--- config.mk ---
export PLATFORM = sky130hd
export DESIGN_NAME = sw_handshake_driver
export DESIGN_NICKNAME = d
export VERILOG_FILES = /design/src/rtl/sw_handshake_driver_pkg.sv /design/src/rtl/sw_handshake_driver_byte_fifo.sv /design/src/rtl/sw_handshake_driver.sv
export SDC_FILE = /design/constraint.sdc
export NUM_CORES = 1
export LEC_CHECK = 0
export BUFFER_PORTS_ARGS = -buffer_cell sky130_fd_sc_hd__buf_2
export CORE_MARGIN = 2
export CORE_UTILIZATION = 45
export CTS_CLUSTER_DIAMETER = 100
export DETAILED_ROUTE_END_ITERATION = 8
export PLACE_DENSITY = 0.71
export SLEW_MARGIN = 20
export SYNTH_ARGS = -nofsm -noshare
export SYNTH_HDL_FRONTEND = slang
export SYNTH_HIERARCHICAL = 1
export SYNTH_SLANG_ARGS = --single-unit
--- constraint.sdc ---
create_clock -name Clock -period 7.3 [get_ports Clock]
set_input_delay 1.46 -clock Clock [delete_from_list [all_inputs] [get_ports Clock]]
set_output_delay 1.46 -clock Clock [all_outputs]
set_load 0.02 [all_outputs]
--- src/rtl/sw_handshake_driver_pkg.sv ---
// Shared definitions for the host-side picoMips switch/LED handshake driver.
// The switch-bus layout and data width match the core top.
package sw_handshake_driver_pkg;

  localparam int DATA_W    = 8;
  localparam int SW_W      = 10;
  localparam int SW_NRESET = 9;
  localparam int SW_HS     = 8;

  typedef enum logic [1:0] {
    ST_IDLE    = 2'd0,
    ST_SETUP   = 2'd1,
    ST_ASSERT  = 2'd2,
    ST_RELEASE = 2'd3
  } state_e;

endpackage

--- src/rtl/sw_handshake_driver_byte_fifo.sv ---
// Small byte FIFO with wrap-around pointers; the extra pointer MSB separates full from empty.
// A push while full is taken only when a pop happens in the same cycle.
module sw_handshake_driver_byte_fifo
  import sw_handshake_driver_pkg::*;
#(
  parameter int DEPTH = 4
) (
  input  logic              clk,
  input  logic              rst_n,
  input  logic              push,
  input  logic              pop,
  input  logic [DATA_W-1:0] wr_data,
  output logic [DATA_W-1:0] rd_data,
  output logic              full,
  output logic              empty
);

  localparam int AW = $clog2(DEPTH);
  localparam int PW = AW + 1;

  logic [PW-1:0]     wr_ptr_q, wr_ptr_d;
  logic [PW-1:0]     rd_ptr_q, rd_ptr_d;
  logic [DATA_W-1:0] mem_q [DEPTH];
  logic              do_push;
  logic              do_pop;

  always_comb begin
    empty    = (wr_ptr_q == rd_ptr_q);
    full     = (wr_ptr_q[AW] != rd_ptr_q[AW]) && (wr_ptr_q[AW-1:0] == rd_ptr_q[AW-1:0]);
    do_pop   = pop && !empty;
    do_push  = push && (!full || do_pop);
    wr_ptr_d = do_push ? (wr_ptr_q + PW'(1)) : wr_ptr_q;
    rd_ptr_d = do_pop  ? (rd_ptr_q + PW'(1)) : rd_ptr_q;
    rd_data  = mem_q[rd_ptr_q[AW-1:0]];
  end

  always_ff @(posedge clk or negedge rst_n) begin
    if (!rst_n) begin
      wr_ptr_q <= '0;
      rd_ptr_q <= '0;
    end else begin
      wr_ptr_q <= wr_ptr_d;
      rd_ptr_q <= rd_ptr_d;
    end
  end

  // Storage carries no reset; the pointers alone define what is valid.
  always_ff @(posedge clk) begin
    if (do_push) begin
      mem_q[wr_ptr_q[AW-1:0]] <= wr_data;
    end
  end

endmodule

--- src/rtl/sw_handshake_driver.sv ---
// Feeds queued bytes to the picoMips SW bus with a timed SW[8] handshake,
// drives the core reset from CoreEnable and captures LED at the end of each gap.
module sw_handshake_driver
  import sw_handshake_driver_pkg::*;
#(
  parameter int DEPTH       = 4,
  parameter int HOLD_CYCLES = 16,
  parameter int GAP_CYCLES  = 16,
  parameter int CNT_W       = 8
) (
  input  logic              Clock,
  input  logic              nReset,
  input  logic              CoreEnable,
  input  logic              InValid,
  output logic              InReady,
  input  logic [DATA_W-1:0] InData,
  output logic [SW_W-1:0]   SW,
  input  logic [DATA_W-1:0] LED,
  output logic              ResultValid,
  output logic [DATA_W-1:0] ResultData,
  output logic              Busy
);

  localparam logic [CNT_W-1:0] HOLD_LAST = CNT_W'(HOLD_CYCLES - 1);
  localparam logic [CNT_W-1:0] GAP_LAST  = CNT_W'(GAP_CYCLES - 1);

  state_e            state_q, state_d;
  logic [CNT_W-1:0]  timer_q, timer_d;
  logic              core_en_q, core_en_d;
  logic              hs_q, hs_d;
  logic [DATA_W-1:0] data_q, data_d;
  logic [DATA_W-1:0] res_data_q, res_data_d;
  logic              res_vld_q, res_vld_d;

  logic              fifo_push;
  logic              fifo_pop;
  logic              fifo_full;
  logic              fifo_empty;
  logic [DATA_W-1:0] fifo_head;

  sw_handshake_driver_byte_fifo #(
    .DEPTH(DEPTH)
  ) u_fifo (
    .clk    (Clock),
    .rst_n  (nReset),
    .push   (fifo_push),
    .pop    (fifo_pop),
    .wr_data(InData),
    .rd_data(fifo_head),
    .full   (fifo_full),
    .empty  (fifo_empty)
  );

  always_comb begin
    state_d    = state_q;
    timer_d    = timer_q;
    data_d     = data_q;
    res_data_d = res_data_q;
    res_vld_d  = 1'b0;
    fifo_pop   = 1'b0;
    core_en_d  = CoreEnable;

    // Dropping CoreEnable abandons the in-flight byte in the same edge that resets the core.
    if (!CoreEnable) begin
      state_d = ST_IDLE;
      timer_d = '0;
    end else if (core_en_q) begin
      case (state_q)
        ST_IDLE: begin
          if (!fifo_empty) begin
            fifo_pop = 1'b1;
            data_d   = fifo_head;
            state_d  = ST_SETUP;
          end
        end
        ST_SETUP: begin
          state_d = ST_ASSERT;
          timer_d = '0;
        end
        ST_ASSERT: begin
          if (timer_q == HOLD_LAST) begin
            state_d = ST_RELEASE;
            timer_d = '0;
          end else begin
            timer_d = timer_q + CNT_W'(1);
          end
        end
        ST_RELEASE: begin
          if (timer_q == GAP_LAST) begin
            state_d    = ST_IDLE;
            timer_d    = '0;
            res_data_d = LED;
            res_vld_d  = 1'b1;
          end else begin
            timer_d = timer_q + CNT_W'(1);
          end
        end
        default: state_d = ST_IDLE;
      endcase
    end

    hs_d      = (state_d == ST_ASSERT);
    InReady   = !fifo_full || fifo_pop;
    fifo_push = InValid && InReady;
    Busy      = (state_q != ST_IDLE) || !fifo_empty;
  end

  always_ff @(posedge Clock or negedge nReset) begin
    if (!nReset) begin
      state_q    <= ST_IDLE;
      timer_q    <= '0;
      core_en_q  <= 1'b0;
      hs_q       <= 1'b0;
      data_q     <= '0;
      res_data_q <= '0;
      res_vld_q  <= 1'b0;
    end else begin
      state_q    <= state_d;
      timer_q    <= timer_d;
      core_en_q  <= core_en_d;
      hs_q       <= hs_d;
      data_q     <= data_d;
      res_data_q <= res_data_d;
      res_vld_q  <= res_vld_d;
    end
  end

  always_comb begin
    SW                = '0;
    SW[SW_NRESET]     = core_en_q;
    SW[SW_HS]         = hs_q;
    SW[DATA_W-1:0]    = data_q;
    ResultValid       = res_vld_q;
    ResultData        = res_data_q;
  end

endmodule

## Yosys cells after proc, flatten, opt, wreduce, memory -nomap -nowiden

Memories as Yosys holds them, arrays and structs flattened. A register that Yosys moved wholly into a read port is not among the register bits.
Cells that the tools add are included.

- Output and inout bits: 21
- Bits in latches: 0
- Bits in writable memories: 32
- Register bits after elaboration: 27
- Memories kept: 1
- Logic and storage cells: 59
- Memory bits (read-only): 0

- Magnitude comparators: 0
- Shifts and indexed selects: 0
- Reduce and logical (&&, ||, !) cells: 16
- Mux-type cells: 20
- Eq/ne operators: 10
- Bitwise gates (word level): 1
- Divide/modulo/power cells: 0
- Multiply operators: 0
- $add $sub $neg: 3

Memories:

| memory | words | width | rd ports | clocked after memory_dff | wr ports | RTL line | text |
|---|---|---|---|---|---|---|---|
| u_fifo.mem_q | 4 | 8 | 1 | 1 | 1 | sw_handshake_driver_byte_fifo.sv:23 | `logic [DATA_W-1:0] mem_q [DEPTH];` |

Operators by type and width:

| kind | count |
|---|---|
| 2-to-1 mux 8 bit | 3 |
| case mux 8 bit (2 select lines) | 1 |
| 2-to-1 mux 1 bit | 10 |
| 2-to-1 mux 2 bit | 5 |
| adder 8 x 1 -> 8 bit, second input constant | 1 |
| == test 8 x 4 -> 1 bit, second input constant | 1 |
| case mux 2 bit (4 select lines) | 1 |
| AND reduction 4 bit | 2 |
| adder 3 x 1 -> 3 bit, second input constant | 2 |
| == test 2 bit, second input constant | 3 |
| logical AND 1 bit | 4 |
| == test 3 bit | 1 |
| logical NOT 1 bit | 3 |
| logical OR 1 bit | 3 |
| inequality test 3 x 2 -> 1 bit, second input constant | 1 |
| == test 2 x 1 -> 1 bit, second input constant | 1 |
| == test 2 bit | 1 |
| logical NOT 2 bit | 1 |
| inequality test 2 x 1 -> 1 bit, second input constant | 1 |
| AND reduction 2 bit | 1 |
| nonzero test 2 bit | 1 |
| OR reduction 2 bit | 1 |
| inequality test 1 bit | 1 |
| NOT 1 bit | 1 |

## Logic depth before layout (Yosys ltp)

Gate-level depths: netlist of the first run.

- Depth in word-level cells: 10
- Depth in mapped cells: 10

## Modules after synthesis

The synthesis of the first run kept the hierarchy.

By module, submodules not included:

| module | sequential area each (µm²) | area an instance (µm²) | times used | cells an instance |
|---|---|---|---|---|
| sw_handshake_driver_byte_fifo | 1111.1 | 1607.8 | 1 | 89 |
| sw_handshake_driver | 725.7 | 1312.5 | 1 | 115 |

## Least setup slack after synthesis of the first run

OpenSTA, ideal clock, no wires.

- Kind: input to output
- From: input CoreEnable
- To: output InReady
- Arrival: 2336 ps
- Required time: 5840 ps
- Path slack: 3504 ps
- Stages on the path: 3
- Cell sequence: clkbuf_1 nand4b_1 nand2_1

- Word-level cells in the longest chain between the ends: 2

Ends and longest elaborated chain:

| item | RTL line | text |
|---|---|---|
| from (decl) | sw_handshake_driver.sv:13 | `input logic CoreEnable,` |
| 2-to-1 mux 1 bit | sw_handshake_driver.sv:64 | `if (!CoreEnable) begin` |
| logical OR 1 bit | sw_handshake_driver.sv:103 | `InReady = !fifo_full \|\| fifo_pop;` |
| to (decl) | sw_handshake_driver.sv:15 | `output logic InReady,` |

Every way passes these cells.

## Worst setup path after layout of the first run

- From: register u_fifo.rd_ptr_q[1]
- To: output InReady

- Word-level cells in the longest chain between the ends: 6
- Elaborated cells on any way between the ends: 9
- Classes of those cells: eq/ne: 2; mux: 4; reduce/logical: 3

Ends and longest elaborated chain:

| item | RTL line | text |
|---|---|---|
| from (decl) | sw_handshake_driver_byte_fifo.sv:22 | `logic [PW-1:0] rd_ptr_q, rd_ptr_d;` |
| from (signal assigned) | sw_handshake_driver_byte_fifo.sv:43 | `rd_ptr_q <= rd_ptr_d;` |
| == test 3 bit | sw_handshake_driver_byte_fifo.sv:28 | `empty = (wr_ptr_q == rd_ptr_q);` |
| net fifo_empty | sw_handshake_driver.sv:38 | `logic fifo_empty;` |
| 2-to-1 mux 1 bit | sw_handshake_driver.sv:70 | `if (!fifo_empty) begin` |
| 2-to-1 mux 1 bit | sw_handshake_driver.sv:68 | `case (state_q)` |
| 2-to-1 mux 1 bit | sw_handshake_driver.sv:67 | `end else if (core_en_q) begin` |
| 2-to-1 mux 1 bit | sw_handshake_driver.sv:64 |  |
| logical OR 1 bit | sw_handshake_driver.sv:103 |  |

The timed path passes the listed nets, and every way through them passes these cells.

==> results by group, run 1 <==
Power and ir drop
  • Lkg Pwr: 1.388 nW
  • Final total power: 1.203 mW
  • Peak supply drop: 0.1815 mV
  • Power per cell area: 359.8 nW/µm²

Route
  • Met3 WL: 256 µm
  • Vias: 1762
  • Post-route ant nets: 0
  • DR pass1 iterations: 4
  • DR WL met2: 2487 µm
  • Average routed wire per standard cell: 15.30 µm
  • Drt initial violations: 84
  • DRC: 0
  • DRT met1 WL: 2192 µm
  • Via density: 5.388
  • Post-Route WL: 5003 µm
  • Max layer used: met4

Synthesis
  • Post-synthesis sequential area ratio: 0.6290
  • Simple-gate share of the synthesized area: 0.09297
  • Net Count, Synth: 230
  • Main combinational cell family by area after synthesis: multiplexers
  • Synth Instances: 204
  • Yosys warnings: 6
  • Post-Synth XOR/XNOR Area: 0.02699
  • Post-synthesis mux area share: 0.1311
  • Synth Area in Adders: 0.02571
  • Post-synthesis compound-gate area fraction: 0.06555
  • Average cell area after synthesis: 14.32 µm²
  • Synthesized cell area: 2920 µm²
  • Post-synth cell types: 42
  • FF+latch count, synth: 67

Cells and area
  • Fraction of layout instances using a drive strength above 1: 0.3360
  • Final nets: 271
  • # fillers: 567
  • Layout area overhead: 14.52%
  • N_diodes: 0
  • Fin area: 3344 µm²

Placement
  • Detailed placement HPWL: 3358 µm
  • Routability cong.: 0.7735
  • Dpl cell area: 3167 µm²
  • Count of input and output buffers: 40

Floorplan
  • Die width: 84.56 µm
  • Std cell rows: 29
  • # IOs: 41
  • Die area: 7150 µm²
  • Core ar.: 6314 µm²
  • Initial Utilization: 0.4625
  • Die Y: 84.56 µm

Timing
  • Setup TNS: 0 ns
  • Slew Limit Fails: 0
  • Final Hold Viols: 0
  • Worst-margin pin slew: 0.7970 ns
  • Unrepaired setup endpoints after global routing: no
  • Final setup viols: 0
  • Tcrit/Tclk final: 0.5904
  • FMAX: 232.0 MHz
  • Final min period: 4.310 ns
  • Max_slew headroom: 0.4687
  • Clk_skew: 0.005384 ns

Global routing
  • Number of global-route vias before repair: 1733
  • First-pass GRT wire length: 8335 µm
  • Grt total ovfl: 0
  • Total Routing Usage GR: 0.1537
  • Largest net degree at the start of global routing: 36
  • Antenna violations before repair: 0

Setup path
  • CP endpoint kind: output port
  • Crit Path Category: flop to output port
  • R2R setup slack: 3.76 ns
  • Crit-path slowest cell: xor2_1
  • CP Max Fanout: 12
  • Max incr delay on CP: 0.68 ns
  • Critical path startpoint category: flop
  • Worst-path cell chain: xor2_1, nor3_1, nand4b_1, nand2_1, buf_2
  • Crit path required time: 5.84 ns
  • Arrival @ worst endpoint: 2.85 ns

Clock network
  • CTS sink cnt: 67
  • Worst-path clk slew: 0.07 ns
  • Worst skew pair latency: 0.33 ns
  • CTS tree: done
  • CTS resizes: 0
  • Post-CTS Hold Buffers: 0
  • Setup Buffers After CTS: 0
  • Htree depth: 3
  • Clk buf depth: 2
  • CTS Buf Count: 9
  • Clock root buffer: clkbuf_8

Run status
  • Status: complete, no violations

Hold path
  • Hold Crit Class: flop to flop

Flow run
  • Max Cap Viol: 0
-- path summary, 6_finish.rpt --
check | startpoint | endpoint | cells past startpoint
min reg2reg | ResultData[0]$_DFFE_PN0P_ | ResultData[0]$_DFFE_PN0P_ | 1
max in group asynchronous | nReset | u_fifo/rd_ptr_q[0]$_DFFE_PN0P_ | 1
min in group asynchronous | nReset | timer_q[6]$_DFFE_PN0P_ | 1
max | u_fifo/rd_ptr_q[1]$_DFFE_PN0P_ | InReady | 5
max reg2reg | u_fifo/rd_ptr_q[1]$_DFFE_PN0P_ | u_fifo/mem_q[2][4]$_DFFE_PP_ | 6
min | ResultData[0]$_DFFE_PN0P_ | ResultData[0]$_DFFE_PN0P_ | 1
-- cells by family after synthesis --
| kind of cell | Yosys count |
|---|---|
| DFF | 67 |
| and+or+nand+nor | 50 |
| AOI/OAI and AO/OA | 27 |
| muxes | 26 |
| buffers and inverters | 19 |
| xor gates and xnor gates | 9 |
| adders and majority gates | 6 |
-- sequential cells by signal (all words and copies together) (netlist names), 2 cells and up --
name / count
u_fifo/mem_q: 32
timer_q: 8
u_fifo/rd_ptr_q: 3
data_q: 8
ResultData: 8
u_fifo/wr_ptr_q: 3
state_q: 2
-- layout by cell type (no fill, tap or decap), drive strengths merged, types with 3 or more instances in the layout --
| cell | synthesis | final |
|---|---|---|
| buf | 7 | 40 |
| dfrtp | 35 | 35 |
| edfxtp | 32 | 32 |
| mux2 | 18 | 18 |
| nor2 | 15 | 15 |
| nand2 | 12 | 12 |
| inv | 9 | 11 |
| clkbuf | 3 | 10 |
| mux4 | 8 | 8 |
| xnor2 | 6 | 6 |
| ha | 6 | 6 |
| o21ai | 5 | 5 |
| nor3 | 5 | 5 |
| and3 | 4 | 4 |
| a21oi | 4 | 4 |
| a211oi | 3 | 3 |
| and2 | 3 | 3 |
| xor2 | 3 | 3 |
-- report_power, final --
| group | internal (mW) | switching (mW) | total (mW) |
|---|---|---|---|
| logic | 0.160 | 0.210 | 0.371 |
| registers | 0.490 | 0.0720 | 0.562 |
| clock network | 0.127 | 0.144 | 0.271 |
-- worst max-delay path, delay by kind of cell (launching register included) --
kind,cells,cell delay [ns]
simple gates,3,1.02
xor+xnor,1,0.68
flops,1,0.63
buf+inv,1,0.19
-- stage by stage --
| step | instances | utilization | worst slack [ns] | hold slack [ns] |
|---|---|---|---|---|
| floorplan | 204 | - | 3.504 | 0.5184 |
| global placement | 311 | 0.5016 | 3.217 | 0.4837 |
| detailed placement | 311 | 0.5016 | 3.188 | 0.4873 |
| CTS | 327 | 0.5297 | 2.914 | 0.5036 |
| global route | 327 | 0.5297 | 2.669 | 0.5222 |
| finish | 327 | 0.5297 | 2.990 | 0.5030 |
-- cell usage after synthesis, drive strengths merged --
library cell	number	area, µm²
o211ai	2	15.01
or4	2	15.01
o21ai	5	25.02
o41ai	2	25.03
o311ai	1	8.760
a31o	1	8.760
and3	4	25.02
edfxtp	32	960.9
a21oi	4	20.02
mux4	8	180.2
ha	6	75.07
nand4b	1	8.760
nand3b	1	7.510
nand2	12	47.55
or3	1	6.260
a2111oi	1	8.760
mux2	18	202.7
a21boi	2	15.01
a31oi	2	12.51
a211oi	3	22.52
xnor2	6	52.55
o21a	1	7.510
nand4	2	12.51
nand3	2	10.01
xor2	3	26.28
and2	3	18.77
nor4	2	27.53
dfrtp	35	875.8
buf	7	38.78
nor3	5	36.29
o31ai	2	15.01
inv	9	33.78
nor2	15	56.30
a22oi	1	7.510
clkbuf	3	11.26
-- metal layers --
layer	vias up	global-route usage
met2	42	0.2470
met5	-	0
li1	835	-
met4	0	0.05628
met1	878	0.1909
met3	7	0.05801
-- layout make-up --
class | count | area [µm²] | share of cell area
Sequential cell | 67 | 1837 | 0.5492
Tap cell | 77 | 96.34 | 0.02881
Clock buffer | 10 | 127.6 | 0.03816
Multi-Input combinational cell | 118 | 999.7 | 0.2989
Inverter | 9 | 33.78 | 0.01010
Clock inverter | 6 | 50.05 | 0.01496
Timing Repair Buffer | 40 | 200.2 | 0.05986
(Power assumes the default switching activity.)
==> run 2, diff against run 1 <==
--- a/config.mk
+++ b/config.mk
@@ -5,6 +5,7 @@
 export SDC_FILE = /design/constraint.sdc
 export NUM_CORES = 1
 export LEC_CHECK = 0
+export ABC_AREA = 1
 export BUFFER_PORTS_ARGS = -buffer_cell sky130_fd_sc_hd__buf_2
 export CORE_MARGIN = 2
 export CORE_UTILIZATION = 45
==> constraint.sdc (replaced) <==
create_clock -name Clock -period 4.52 [get_ports Clock]
set_input_delay 0.904 -clock Clock [delete_from_list [all_inputs] [get_ports Clock]]
set_output_delay 0.904 -clock Clock [all_outputs]
set_load 0.02 [all_outputs]
==> results by group, run 2 <==
Synthesis
  • Average cell area after synthesis: 10.17 µm² (-29%)
  • EDFF count, synth: 32 (unchanged)
  • Synth area leader: edfxtp_1
  • Asr flop ratio synth: 0.5224 (unchanged)
  • Synth Instances: 290 (+42%)
  • Fraction of synthesized cell area taken by the top area cell type: 0.3258 (-0.003211)
  • Synth cell count leaders: nand2_1 (86), dfrtp_1 (35), edfxtp_1 (32), nor2_1 (32), inv_1 (22)
  • FF+latch count, synth: 67 (unchanged)
  • Cell with the most instances after synthesis: nand2_1
  • Yosys warnings: 6 (unchanged)
  • Net Count, Synth: 316 (+37%)
  • Post-synthesis sequential area ratio: 0.6228 (-0.006138)
  • Synth top area cells: edfxtp_1 (33%), dfrtp_1 (30%), nand2_1 (11%)
  • Main synth FF type: dfrtp_1
  • Synthesized cell area: 2949 µm² (+0.99%)
  • Post-synth cell types: 32 (-24%)

Power and ir drop
  • Power share of the sequential group: 0.471 (+0.004)
  • Peak supply drop: 0.3088 mV (+70%)
  • Sw frac: 0.3677 (+0.01336)
  • Lkg Pwr: 1.594 nW (+15%)
  • Gate power share: 0.301 (-0.007)
  • Power per cell area: 559.5 nW/µm² (+55%)
  • Switching Power: 692.5 µW (+62%)
  • Clock share of power: 0.227 (+0.002)
  • Internal Power: 1.191 mW (+53%)

Clock network
  • CTS Buf Count: 9 (unchanged)
  • Setup Buffers After CTS: 0 (unchanged)
  • Htree depth: 3 (unchanged)
  • Worst skew pair latency: 0.35 ns (+0.02 ns)
  • Clock root buffer: clkbuf_8
  • CTS resizes: 0 (unchanged)
  • Clk buf depth: 2 (unchanged)
  • CTS sink cnt: 67 (unchanged)
  • Worst-path clk slew: 0.06 ns (about the same)
  • CTS tree: done
  • Post-CTS Hold Buffers: 0 (unchanged)

Global routing
  • First-pass GRT wire length: 9908 µm (+19%)
  • Largest net degree at the start of global routing: 36 (unchanged)
  • Antenna violations before repair: 0 (unchanged)
  • Total Routing Usage GR: 0.1815 (+0.02783)
  • Number of global-route vias before repair: 2082 (+20%)
  • Grt total ovfl: 0 (unchanged)

Floorplan
  • Std cell rows: 29 (unchanged)
  • Die width: 84.96 µm (+0.47%)
  • Initial Utilization: 0.4644 (+0.001889)
  • Die Y: 84.96 µm (+0.47%)
  • # IOs: 41 (unchanged)
  • Core ar.: 6350 µm² (+0.57%)
  • Die area: 7217 µm² (+0.95%)

Timing
  • Setup ws final: 1.183 ns (-1.807 ns)
  • Worst-margin pin slew: 0.7405 ns (-0.05648 ns)
  • Slew Limit Fails: 0 (unchanged)
  • Tcrit/Tclk final: 0.7384
  • FMAX: 299.6 MHz
  • Final Hold Viols: 0 (unchanged)
  • Worst hold slack: 0.4758 ns (-0.02718 ns)
  • Final min period: 3.337 ns
  • Max_slew headroom: 0.5063 (+0.03766)
  • Clk_skew: 0.007321 ns (+0.001937 ns)
  • Unrepaired setup endpoints after global routing: no
  • Final setup viols: 0 (unchanged)
  • Setup TNS: 0 ns (unchanged)

Setup path
  • Crit-path slowest cell: dfrtp_1
  • CP endpoint kind: output port
  • CP Max Fanout: 20 (+8)
  • Max incr delay on CP: 0.73 ns (+0.05 ns)
  • Worst-path cell chain: xnor2_2, nand3_1, inv_1, nor3_4, inv_4, nand2_1, buf_2
  • WP buf/inv: 3 (+2)
  • R2R Path End: u_fifo/mem_q[3][5]$_DFFE_PP_
  • Crit Path Category: flop to output port
  • Crit path required time: 3.62 ns (-2.22 ns)
  • R2R Path Start: u_fifo/rd_ptr_q[0]$_DFFE_PN0P_
  • R2R setup slack: 1.35 ns (-2.41 ns)
  • Delay-heaviest family, CP: simple AND/OR/NAND/NOR gates
  • Critical path startpoint category: flop
  • R2R cell count: 8 (+2)
  • Arrival @ worst endpoint: 2.43 ns (-0.42 ns)

Route
  • Via density: 4.918 (-8.7%)
  • Average routed wire per standard cell: 14.38 µm (-6.0%)
  • Post-route ant nets: 0 (unchanged)
  • DR pass1 iterations: 4 (unchanged)
  • Drt initial violations: 163 (+94%)
  • DRC: 0 (unchanged)
  • Post-Route WL: 5980 µm (+20%)
  • Vias: 2046 (+16%)

Placement
  • Pre-CTS setup slack: 1.358 ns (-1.830 ns)
  • Routability cong.: 0.8453 (+9.3%)
  • Detailed placement HPWL: 4271 µm (+27%)
  • Dpl cell area: 3199 µm² (+1.0%)
  • Count of input and output buffers: 40 (unchanged)

Cells and area
  • Fin area: 3366 µm² (+0.64%)
  • Most common cell after layout, fill and taps aside: nand2_1
  • N_diodes: 0 (unchanged)
  • Final core occ: 0.5300 (about the same)
  • Commonest cells after routing, fill and taps aside: nand2_1 (86), buf_2 (40), dfrtp_1 (35)
  • Fraction of layout instances using a drive strength above 1: 0.1976 (-0.1384)
  • Layout area overhead: 14.13%
  • Final nets: 361 (+33%)
  • Number of flip-flops under the largest register name: 32 (unchanged)

Hold path
  • Min-delay src: ResultData[4]$_DFFE_PN0P_
  • Hold Path Depth: 2 (+1)
  • Hold Crit Class: flop to flop
  • Hold EP: ResultData[4]$_DFFE_PN0P_

Run status
  • Status: complete, no violations

Flow run
  • Max Cap Viol: 0 (unchanged)
run 2: cell count changes after synthesis, moves of 4 or more:
cell	previous run	this run
mux2_2	17	0
o22ai_1	0	8
nand3_1	2	15
and3_1	4	0
xnor2_1	6	2
nor3_1	4	0
o21ai_0	5	19
nand2_1	11	86
inv_1	9	22
mux4_2	8	0
nor2_1	15	32
run 2: metal layers:
layer	vias up	global-route usage	routed length [µm]
met3	9	0.06712	345
met1	946	0.2251	2681
met2	54	0.2933	2859
met4	0	0.06349	93
met5	-	0	0
li1	1037	-	-
run 2: logic make-up (layout without fill, tap and decap cells):
| family | count (synthesis) | in the layout | share of synthesized area |
|---|---|---|---|
| AO/OA/AOI/OAI | 35 | 35 | 0.07213 |
| XOR/XNOR | 6 | 6 | 0.02037 |
| adder cells (fa/ha/maj) | 6 | 6 | 0.02546 |
| buffers and inverters | 33 | 82 | 0.05133 |
| flip-flops | 67 | 67 | 0.6228 |
| multiplexers | 1 | 1 | 0.003394 |
| AND/OR/NAND/NOR | 142 | 142 | 0.2045 |
run 2: how the worst max path moves through the flow:
stage | startpoint | end | slack [ns] | depth (start not counted)
6_report | u_fifo/rd_ptr_q[0]$_DFFE_PN0P_ | InReady | 1.18 | 7
4_1_cts | u_fifo/rd_ptr_q[0]$_DFFE_PN0P_ | InReady | 1.17 | 7
3_3_place_gp | CoreEnable | u_fifo/mem_q[3][7]$_DFFE_PP_ | 1.50 | 7
5_1_grt | u_fifo/rd_ptr_q[1]$_DFFE_PN0P_ | InReady | 0.89 | 9
3_5_place_dp | u_fifo/rd_ptr_q[0]$_DFFE_PN0P_ | u_fifo/mem_q[3][7]$_DFFE_PP_ | 1.36 | 8
2_1_floorplan | CoreEnable | InReady | 1.99 | 4
run 2: cell type report:
class | instances | area (µm²)
Clock buffer | 15 | 166.4
Inverter | 27 | 105.1
Sequential cell | 67 | 1837
Tap cell | 77 | 96.34
Timing Repair Buffer | 40 | 200.2
Fill cell | 573 | 2984
Multi-Input combinational cell | 190 | 960.9
run 2: tightest hold or removal path, stage by stage (launching register included):
cell and delay (ns):
dfrtp_1 0.34, nand2_1 0.05, nand2_1 0.06
run 2: per-stage QoR:
| step | instances | power [mW] |
|---|---|---|
| after floorplan | 290 | 1.302 |
| after global placement | 401 | 1.454 |
| after detailed placement | 401 | 1.463 |
| after CTS | 416 | 1.903 |
| after global routing | 416 | 2.023 |
| final | 416 | 1.883 |
run 2: power by group through the flow:
stage	registers (mW)	logic, mW	clock network (mW)
2_1_floorplan	0.885	0.417	0
3_3_place_gp	0.895	0.558	0
3_5_place_dp	0.898	0.566	0
4_1_cts	0.887	0.571	0.445
5_1_grt	0.905	0.646	0.473
6_report	0.888	0.567	0.428
